**config.mk**
```make
export PLATFORM = sky130hd
export DESIGN_NAME = microcode_sequencer
export DESIGN_NICKNAME = d
export VERILOG_FILES = /design/src/rtl/microcode_sequencer.sv
export SDC_FILE = /design/constraint.sdc
export NUM_CORES = 1
export LEC_CHECK = 0
export ABC_AREA = 0
export BUFFER_PORTS_ARGS = -buffer_cell sky130_fd_sc_hd__buf_4
export CAP_MARGIN = 25
export CORE_MARGIN = 4
export CORE_UTILIZATION = 45
export DETAILED_ROUTE_END_ITERATION = 16
export PLACE_DENSITY = 0.7
export SLEW_MARGIN = 20
export SYNTH_ARGS = -nofsm -noshare
export SYNTH_HDL_FRONTEND = slang
export SYNTH_SLANG_ARGS = --single-unit
```
**constraint.sdc**
```tcl
create_clock -name clk -period 6.1 [get_ports clk]
set_clock_uncertainty 0.1 [all_clocks]
set_input_delay 0.915 -clock clk [delete_from_list [all_inputs] [get_ports clk]]
set_output_delay 0.915 -clock clk [all_outputs]
set_load 0.01 [all_outputs]
```
**src/rtl/microcode_sequencer.sv**
```systemverilog
// Microcode ROM walker: fetches and decodes one program from address 0 and
// issues one gate command per word to the gate engine over valid/ready.
module microcode_sequencer #(
  parameter int NQ_MAX = 4,
  parameter int ADDR_W = 8
) (
  input  logic              clk,
  input  logic              rst,
  input  logic              start,
  input  logic [2:0]        prog_id_in,
  input  logic [2:0]        n_qubits,
  output logic [2:0]        rom_prog_id,
  output logic [ADDR_W-1:0] rom_addr,
  input  logic [31:0]       rom_data,
  output logic              gate_valid,
  input  logic              gate_ready,
  output logic [3:0]        gate_op,
  output logic [3:0]        gate_qa,
  output logic [3:0]        gate_qb,
  output logic [7:0]        gate_angle,
  output logic              busy,
  output logic              done,
  output logic              err,
  output logic [1:0]        err_code,
  output logic [7:0]        instr_count
);

  typedef enum logic [2:0] {
    IDLE,
    FETCH,
    DECODE,
    ISSUE,
    DONE,
    HALT
  } state_t;

  state_t      state;
  logic [31:0] ir;
  logic [2:0]  nq_r;

  logic [3:0]  op;
  logic [3:0]  qa;
  logic [3:0]  qb;
  logic [7:0]  p1;
  logic        is_illegal;
  logic        is_end;
  logic        is_nop;
  logic        range_err;
  logic        mask_bad;
  logic        last_addr;
  logic        unused_bits;

  always_comb begin
    op          = ir[31:28];
    qa          = ir[27:24];
    qb          = ir[23:20];
    p1          = ir[11:4];
    unused_bits = ^{ir[19:12], ir[3:0]};
    is_illegal  = (op >= 4'd8) && (op <= 4'd14);
    is_end      = (op == 4'd15);
    is_nop      = (op == 4'd0);
    last_addr   = (rom_addr == '1);
    mask_bad    = 1'b0;
    for (int unsigned i = 0; i < 4; i++) begin
      if (qa[i] && (i >= 32'(nq_r))) mask_bad = 1'b1;
    end
    range_err = 1'b0;
    if ((op >= 4'd1) && (op <= 4'd6) && (qa >= {1'b0, nq_r})) range_err = 1'b1;
    if ((op >= 4'd4) && (op <= 4'd6) && ((qb >= {1'b0, nq_r}) || (qb == qa))) range_err = 1'b1;
    if ((op == 4'd7) && mask_bad) range_err = 1'b1;
  end

  always_ff @(posedge clk or posedge rst) begin
    if (rst) begin
      state       <= IDLE;
      ir          <= '0;
      nq_r        <= '0;
      rom_prog_id <= '0;
      rom_addr    <= '0;
      gate_valid  <= 1'b0;
      gate_op     <= '0;
      gate_qa     <= '0;
      gate_qb     <= '0;
      gate_angle  <= '0;
      busy        <= 1'b0;
      done        <= 1'b0;
      err         <= 1'b0;
      err_code    <= '0;
      instr_count <= '0;
    end else begin
      done <= 1'b0;
      case (state)
        IDLE: begin
          if (start) begin
            rom_prog_id <= prog_id_in;
            // Counts above the supported maximum are clamped so range checks stay meaningful.
            nq_r        <= (32'(n_qubits) > NQ_MAX) ? 3'(NQ_MAX) : n_qubits;
            rom_addr    <= '0;
            instr_count <= '0;
            err         <= 1'b0;
            err_code    <= '0;
            busy        <= 1'b1;
            state       <= FETCH;
          end
        end
        FETCH: begin
          ir    <= rom_data;
          state <= DECODE;
        end
        DECODE: begin
          if (is_illegal) begin
            err_code <= 2'd2;
            err      <= 1'b1;
            state    <= HALT;
          end else if (is_end) begin
            done  <= 1'b1;
            state <= DONE;
          end else if (is_nop) begin
            if (last_addr) begin
              err_code <= 2'd3;
              err      <= 1'b1;
              state    <= HALT;
            end else begin
              rom_addr <= rom_addr + 1'b1;
              state    <= FETCH;
            end
          end else if (range_err) begin
            err_code <= 2'd1;
            err      <= 1'b1;
            state    <= HALT;
          end else begin
            gate_op    <= op;
            gate_qa    <= qa;
            gate_qb    <= qb;
            gate_angle <= p1;
            gate_valid <= 1'b1;
            state      <= ISSUE;
          end
        end
        ISSUE: begin
          if (gate_ready) begin
            gate_valid <= 1'b0;
            if (instr_count != '1) instr_count <= instr_count + 1'b1;
            if (last_addr) begin
              err_code <= 2'd3;
              err      <= 1'b1;
              state    <= HALT;
            end else begin
              rom_addr <= rom_addr + 1'b1;
              state    <= FETCH;
            end
          end
        end
        DONE: begin
          busy  <= 1'b0;
          state <= IDLE;
        end
        HALT: begin
          busy  <= 1'b0;
          state <= IDLE;
        end
        default: state <= IDLE;
      endcase
    end
  end

endmodule
```
# ---- Word-level counts from Yosys, hierarchy flattened
# Cells that the tools add are included.
# Widths: inputs -> output; s select.
dict set report word_totals {
  ff_bits 83
  in_bits 42
  out_inout_bits 45
  elab_cells 132
}
dict set report op_classes {
  add_sub_neg 2
  order_cmp 12
  n_eq_ne 20
  muxes 53
  n_bitwise 4
  reduce_logical 26
}
# cell n
set ops {}
lappend ops {{$mux 8} 8}
lappend ops {{$mux 3} 8}
lappend ops {{$pmux 8 s3} 1}
lappend ops {{$mux 1} 23}
lappend ops {{$add 8x1->8 const B} 2}
lappend ops {{$ne 2x2->1 const B} 8}
lappend ops {{$pmux 8 s2} 1}
lappend ops {{$mux 2} 7}
lappend ops {{$pmux 3 s4} 1}
lappend ops {{$reduce_and 6->1} 2}
lappend ops {{$logic_and 1x1->1} 10}
lappend ops {{$reduce_and 5->1} 2}
lappend ops {{$eq 8x8->1 const B} 1}
lappend ops {{$ge 4x3->1} 2}
lappend ops {{$ne 8x8->1 const B} 1}
lappend ops {{$eq 3x2->1 const B} 2}
lappend ops {{$eq 3x3->1 const B} 2}
lappend ops {{$ge 1x3->1 const A} 2}
lappend ops {{$ge 2x3->1 const A} 2}
lappend ops {{$pmux 2 s3} 1}
lappend ops {{$reduce_and 2->1} 3}
lappend ops {{$reduce_bool 2->1} 3}
lappend ops {{$eq 4x3->1 const B} 1}
lappend ops {{$eq 4x4->1} 1}
lappend ops {{19 further kinds} 23}

# ---- Logic depth before layout (Yosys ltp)
# Gate-level depths: netlist (run 1).
dict set report depth {
  ltp_word 13
  mapped_depth 9
  ltp_nobuf 8
}

# ---- Worst setup path before layout (run 1)
# No wires, ideal clock.
dict set report synth_path {
  path_kind {input to register}
  from {input port start}
  to {register rom_addr[4]}
  setup_ps 69
  t_arrival_ps 2122
  t_required_ps 5931
  setup_slack_ps 3809
  stages 5
  n_path_buf 0
  cell_sequence {nor4b_4 a221oi_2 a21o_1 or4_1 nand3_1}
}
dict set report synth_between {
  elab_chain_cells 2
}
# element line
set synth_rtl {}
lappend synth_rtl {{from (decl)} 9} ;# input logic start,
lappend synth_rtl {{$ne 2x2->1 (no source line)} n/a}
lappend synth_rtl {{$reduce_and 6->1 (no source line)} n/a}
lappend synth_rtl {{to (signal assigned)} 124} ;# rom_addr <= rom_addr + 1'b1;
lappend synth_rtl {{to (signal assigned)} 149} ;# rom_addr <= rom_addr + 1'b1;
lappend synth_rtl {{to (decl)} 13} ;# output logic [ADDR_W-1:0] rom_addr,
# Every way passes these cells.
# A chain may end at the register's enable or synchronous reset.

# ---- Worst setup path in the final report (run 1)
dict set report layout_path {
  from {register state[1]}
  to {register gate_qb[2]}
}
dict set report layout_between {
  elab_chain_cells 2
}
# element line
set layout_rtl {}
lappend layout_rtl {{from (decl)} 37} ;# state_t state;
lappend layout_rtl {{from (signal assigned)} 75} ;# state <= IDLE;
lappend layout_rtl {{from (signal assigned)} 103} ;# state <= FETCH;
lappend layout_rtl {{from (signal assigned)} 108} ;# state <= DECODE;
lappend layout_rtl {{$eq 3x2->1} 92} ;# case (state)
lappend layout_rtl {{$reduce_and 5->1 (no source line)} n/a}
lappend layout_rtl {{to (signal assigned)} 134} ;# gate_qb <= qb;
lappend layout_rtl {{to (decl)} 19} ;# output logic [3:0] gate_qb,
# Every way passes these cells.

==> out/metrics.csv, run 1 <==
metric,value,unit
"delay-heaviest family, CP",simple AND/OR/NAND/NOR gates,
Area Overhead vs Synth,26.3,%
Die Wd,94.9,microns
Max H-tree Level,3,
required time of the critical path,6230,ps
Final TNS setup,0,ps
CTS sink cnt,71,
Root Driver,clkbuf_8,
pwr/cell area,497,nW/um^2
ys flop type,dfrtp_1,
overall power consumption,0.00213,W
Worst Slack Setup Final,3350,ps
Post-synth EDFFs,0,
Unique masters post-synth,50,
synth top area cells,"dfrtp_1 52%, mux2_2 7.0%, mux2_1 6.0%",
"Slowest-stage cell, CP",dfrtp_1,
Worst-path clk slew,80,ps
Worst Path Buf+Inv,1,
clk_lat worst skew,350,ps
post-place setup slack,3380,ps
status,"complete, no violations",
Die H,94.9,microns
Seq cells post-synth,71,
multi-input logic area,1530,sq um
via count,2544,
# resized after CTS,0,
total core area,7290,sq um
HP Class,reg2reg,
crit path cell chain,nand2_1 -> or4_1 -> nor3_4 -> buf_16 -> mux2_1,
Detailed Place HPWL,5060,microns
DRT Pass-1 Iters,5,
Synth top area share,0.523,
startpoint class of the critical path,flip-flop,
# fillers,654,
Final Hold Viols,0,
grt total ovfl,0,
Finished Core Util,0.588,
Max Fclk,364,MHz
worst-margin pin slew,890,ps
Slew Limit Fails,0,
hold_buf cts,0,
vias in the first global route,2603,
Critical Path AT,2870,ps
# diodes,0,
yosys warns,0,
DRC violations left,0,
CP peak stage delay,670,ps
# Post-CTS Setup Buffers,0,
Async SR Flop Fraction,1.00,
synthesized area per cell,11.2,sq um
antenna violations before repair,0,
maxcap violations,0,
DIE AREA,9000,sq um
fin crit period,2750,ps
Post-Route WL,7160,microns
Setup Viol. Count Final,0,
period utilization,0.450,
gpl congestion,0.831,
fraction of layout cells with a size suffix above 1,0.329,
P_leak,1.98,nW
leading area contributor after synthesis,dfrtp_1,
largest net degree at the start of global routing,72,
Num CTS Buffers,9,
Total GRT Usage,0.175,
Avg WL per Cell,14.8,microns
Mapped Cells,304,
register area,1780,sq um
IO Pins,87,
row count,31,
Setup crit end kind,flip-flop,
Worst Path Max Fanout,16,
Initial Util,0.466,
register area share after synthesis,0.523,
Mapped Area,3400,sq um
syn_nets,354,
fin nets,431,
ANT nets after route,0,
CP Class,reg2reg,
relative slew slack,0.407,
port bufs,74,
maximum clock path buffer count,2,
Worst VDD drop,0.220,mV
CTS tree,yes,
drt via density,5.25,
Iter 0 DRT Violations,90,
first-pass GRT wire length,12300,microns
RSZ-0062 raised after global routing,no,
## cell usage after synthesis, drive strengths merged (2+ instances only)
library cell   n
ha             8
or3            4
a211oi         4
nand3         13
and2           4
o221ai         2
buf            7
nand3b         3
nand2b         3
a21oi         10
a21o           3
and4           2
nand4          2
o21ai         21
o41ai          3
xor2           4
nand2         28
o22ai          2
xnor2          2
clkbuf         5
mux2          39
nor2b          6
o21ba          2
nor4           2
nor2          17
inv           11
dfrtp         71
a22o           2
nor3           8
or4            2
## per-layer routing
layer  global-route usage  part of all wire  up-vias
met5                    0                 0        -
met4               0.0757             0.017        0
li1                     -                 -     1243
met3               0.0526             0.066       10
met2                0.276              0.47       63
met1                0.224              0.45     1228
## metrics by stage
step,std cells,hold WS [ps],cell area [sq um]
6_report,485,389,4290
3_5_place_dp,469,376,4070
2_1_floorplan,304,360,3400
5_1_grt,485,409,4290
4_1_cts,485,394,4290
3_3_place_gp,468,366,4050
## final timing paths
kind / startpoint / endpoint / slack [ps] / cells after the start
worst max-delay path: state[1]$_DFFE_PP0P_ / gate_qb[2]$_DFFE_PP0P_ / 3350 / 5
worst min-delay path: gate_qb[0]$_DFFE_PP0P_ / gate_qb[0]$_DFFE_PP0P_ / 390 / 1
worst max register to register: state[1]$_DFFE_PP0P_ / gate_qb[2]$_DFFE_PP0P_ / 3350 / 5
worst min register to register: gate_qb[0]$_DFFE_PP0P_ / gate_qb[0]$_DFFE_PP0P_ / 390 / 1
max in group asynchronous: rst / nq_r[2]$_DFFE_PP0P_ / 4580 / 3
min in group asynchronous: rst / gate_op[1]$_DFFE_PP0P_ / 720 / 3
## placed cells by master, fill, tap and decap left out, types with 4 or more instances in the layout
cell and n:
a211oi_1 4, a21oi_1 10, and2_1 4, buf_4 77, clkbuf_8 12, dfrtp_1 71, ha_1 8, inv_1 10
mux2_1 18, mux2_2 21, nand2_1 28, nand3_1 13, nor2_1 16, nor2b_1 6, nor3_1 7, o21ai_0 21
or3_1 4, xor2_1 4
## sequential cells by signal, indices dropped and copies added, names as in the netlist
| name | flops |
|---|---|
| state | 3 |
| ir | 20 |
| gate_valid | 1 |
| done | 1 |
| nq_r | 3 |
| rom_prog_id | 3 |
| gate_op | 4 |
| err_code | 2 |
| instr_count | 8 |
| gate_angle | 8 |
| gate_qa | 4 |
| rom_addr | 8 |
| gate_qb | 4 |
| err | 1 |
| busy | 1 |
## logic make-up after synthesis
| family | synth area share |
|---|---|
| compound gates | 0.113 |
| fa+ha+maj | 0.0295 |
| flops | 0.523 |
| simple gates | 0.156 |
| buf+inv | 0.0302 |
| mux | 0.132 |
| xor+xnor | 0.0155 |
## layout make-up
| cell class | instances | area share |
|---|---|---|
| well taps | 99 | 0.0289 |
| flip-flops and latches | 71 | 0.414 |
| inverters | 11 | 0.00963 |
| multi-input cells | 210 | 0.356 |
| repair buffers | 78 | 0.141 |
| clock inverters | 4 | 0.0120 |
| clock buffers | 12 | 0.0385 |
## worst register-to-register path, cell delays in order, from the launching register on
cell	delay, ps
dfrtp_1	670
nand2_1	330
or4_1	530
nor3_4	450
buf_16	220
mux2_1	330
## power breakdown
group	total [W]	internal [W]	switching, W
clock network	0.000400	0.000223	0.000177
registers	0.000853	0.000660	0.000193
logic	0.000878	0.000449	0.000429
total	0.00213	0.00133	0.000798
(Power assumes the default switching activity.)
==> inputs of run 2 (changes only) <==
- PLACE_DENSITY: 0.7 -> 0.72
- clock period: 6.1 -> 2.4 ns (I/O delays scaled with it)
==> run 2 against run 1 <==
Sequential power up 150%. Highest routed layer unchanged. Critical endpoint is now state[1]$_DFFE_PP0P_. Largest power group unchanged. Final cell count is 3.7% higher. Flip-flop and latch count did not move. Critical path type unchanged.
==> out/metrics.csv, run 2 (synthesized netlist as in run 1, its figures left out) <==
metric,value,unit,change
worst reg2reg setup slack,110,ps,was 3350 ps
drt via density,5.28,,was 5.25
"Cell Area, Placed",4190,sq um,was 4070 sq um
maxcap violations,0,,unchanged
Worst-path clk slew,80,ps,about the same
relative slew slack,0.746,,was 0.407
CP Class,reg2reg,,unchanged
Setup Viol. Count Final,0,,unchanged
"delay-heaviest family, CP",simple AND/OR/NAND/NOR gates,,unchanged
Setup crit end kind,flip-flop,,unchanged
"commonest non-fill, non-tap cell in the layout",buf_4,,unchanged
first-pass GRT wire length,12200,microns,"was 12,300 microns"
Root Driver,clkbuf_8,,unchanged
antenna violations before repair,0,,unchanged
period utilization,0.955,,was 0.450
Worst Path Max Fanout,11,,was 16
worst-margin pin slew,380,ps,was 890 ps
Reg2Reg Depth,9,,was 5
Worst VDD drop,0.606,mV,was 0.220 mV
fin nets,449,,was 431
Detailed Place HPWL,5240,microns,was 5060 microns
Num CTS Buffers,9,,unchanged
"Slowest-stage cell, CP",dfrtp_1,,unchanged
Die H,94.9,microns,unchanged
Worst R2R Start,ir[26]$_DFFE_PP0P_,,was state[1]$_DFFE_PP0P_
RR Endpoint,state[1]$_DFFE_PP0P_,,was gate_qb[2]$_DFFE_PP0P_
via count,2655,,"was 2,544"
HP Class,in2reg,,was reg2reg
Area Overhead vs Synth,32.2,%,was 26.3%
post-route cell area,4490,sq um,was 4290 sq um
fin crit period,2290,ps,was 2750 ps
crit path cell chain,buf_4 -> xor2_1 -> o41ai_2 -> o2111ai_1 -> nand2_1 -> nor3_4 -> buf_6 -> buf_12 -> or3_1,,was nand2_1 -> or4_1 -> nor3_4 -> buf_16 -> mux2_1
row count,31,,unchanged
status,"complete, no violations",,unchanged
hold path depth,3,,was 1
grt total ovfl,0,,unchanged
Worst Path Buf+Inv,3,,was 1
Max H-tree Level,3,,unchanged
highest-count cells in the layout ignoring fill and taps,"90 x buf_4, 71 x dfrtp_1, 28 x nand2_1, 21 x mux2_2, 19 x o21ai_0",,"was 77 x buf_4, 71 x dfrtp_1, 28 x nand2_1, 21 x o21ai_0, 21 x mux2_2"
IO Pins,87,,unchanged
pwr/cell area,1290,nW/um^2,was 497 nW/um^2
DRC violations left,0,,unchanged
required time of the critical path,2530,ps,was 6230 ps
Final Hold Viols,0,,unchanged
largest net degree at the start of global routing,72,,unchanged
Total GRT Usage,0.174,,was 0.175
Die Wd,94.9,microns,unchanged
DIE AREA,9000,sq um,unchanged
maximum clock path buffer count,2,,unchanged
gpl congestion,0.843,,was 0.831
ANT nets after route,0,,unchanged
RSZ-0062 raised after global routing,yes,,was no
total core area,7290,sq um,unchanged
clk_lat worst skew,350,ps,about the same
Avg WL per Cell,14.8,microns,about the same
DRT Pass-1 Iters,4,,was 5
Max Fclk,436,MHz,was 364 MHz
Iter 0 DRT Violations,105,,was 90
# fillers,645,,was 654
Worst Hold Path EP,ir[24]$_DFFE_PP0P_,,was gate_qb[0]$_DFFE_PP0P_
# diodes,0,,unchanged
Post-Route WL,7420,microns,was 7160 microns
startpoint class of the critical path,flip-flop,,unchanged
Initial Util,0.466,,unchanged
Top reg by flops,ir,,unchanged
Critical Path AT,2420,ps,was 2870 ps
Finished Core Util,0.616,,was 0.588
Slew Limit Fails,0,,unchanged
port bufs,74,,unchanged
CTS sink cnt,71,,unchanged
fraction of layout cells with a size suffix above 1,0.364,,was 0.329
hold wc startpoint,rom_data[24],,was gate_qb[0]$_DFFE_PP0P_
CP peak stage delay,380,ps,was 670 ps
number of flip-flops in the largest register,20,,unchanged
vias in the first global route,2574,,"was 2,603"
P_leak,2.08,nW,was 1.98 nW
CTS tree,yes,,unchanged
## run 2: changes by cell type in the layout (fill, tap and decap cells not counted), moves of 2 or more
cell / delta
buf_4: +13
o21ai_0: -2
buf_12: +3
clkbuf_8: -2
o21ai_1: +2
clkinvlp_4: +2
## run 2: repair_timing
action | 4_1_cts | 5_1_grt
gates cloned | 0 | 1
hold buffers | 1 | 0
resized for setup | 0 | 6
endpoints found under the hold margin | 21 | 0
setup buffers | 0 | 3
pin swaps | 1 | 2
endpoints found under the setup margin | 2 | 19
## run 2: how the worst max path moves through the flow
stage                        endpoint  cells past startpoint  slack (ps)                start
2_1_floorplan        busy$_DFFE_PP0P_                      1         140                  rst
4_1_cts        gate_qa[2]$_DFFE_PP0P_                      8         0.8  nq_r[2]$_DFFE_PP0P_
6_report         state[1]$_DFFE_PP0P_                      9         110   ir[26]$_DFFE_PP0P_
3_5_place_dp   gate_qa[2]$_DFFE_PP0P_                      9          -6  nq_r[1]$_DFFE_PP0P_
5_1_grt          state[1]$_DFFE_PP0P_                      9          -9   ir[26]$_DFFE_PP0P_
3_3_place_gp   gate_qa[3]$_DFFE_PP0P_                      9          50  nq_r[1]$_DFFE_PP0P_
## run 2: layer usage
metal	wire length, microns	up-vias	track usage
li1	-	1287	-
met1	3300	1301	0.222
met2	3550	57	0.282
met3	496	10	0.0598
met4	76	0	0.0469
met5	0	-	0
## run 2: worst min-delay path, cell delays in order
cell     delay (ps)
buf_4            80
nand2_1          30
o21ai_0          50
## run 2: through the flow
stage / setup WS [ps] / instances / hold slack [ps] / total power [W] / setup TNS [ps]
floorplan: 143 / 304 / 360 / 0.00360 / 0
global placement: 49.2 / 482 / 366 / 0.00458 / 0
detailed placement: -5.67 / 482 / 376 / 0.00465 / -5.67
CTS: 0.759 / 499 / 94.5 / 0.00577 / 0
global route: -9.07 / 503 / 107 / 0.00622 / -27.3
finish: 107 / 503 / 114 / 0.00578 / 0
## run 2: report_power, final
part / internal [W] / switching [W] / total [W]
Sequential: 0.00168 / 0.000408 / 0.00209
Clock: 0.000617 / 0.000465 / 0.00108
Combinational: 0.00136 / 0.00125 / 0.00261
## run 2: area by class of cell
class / count / area, sq um / share of cell area
Clock inverter: 6 / 91.3 / 0.0203
Timing Repair Buffer: 96 / 782 / 0.174
Multi-Input combinational cell: 210 / 1540 / 0.342
Sequential cell: 71 / 1780 / 0.396
Tap cell: 99 / 124 / 0.0276
Clock buffer: 10 / 138 / 0.0307
Inverter: 11 / 41.3 / 0.00920
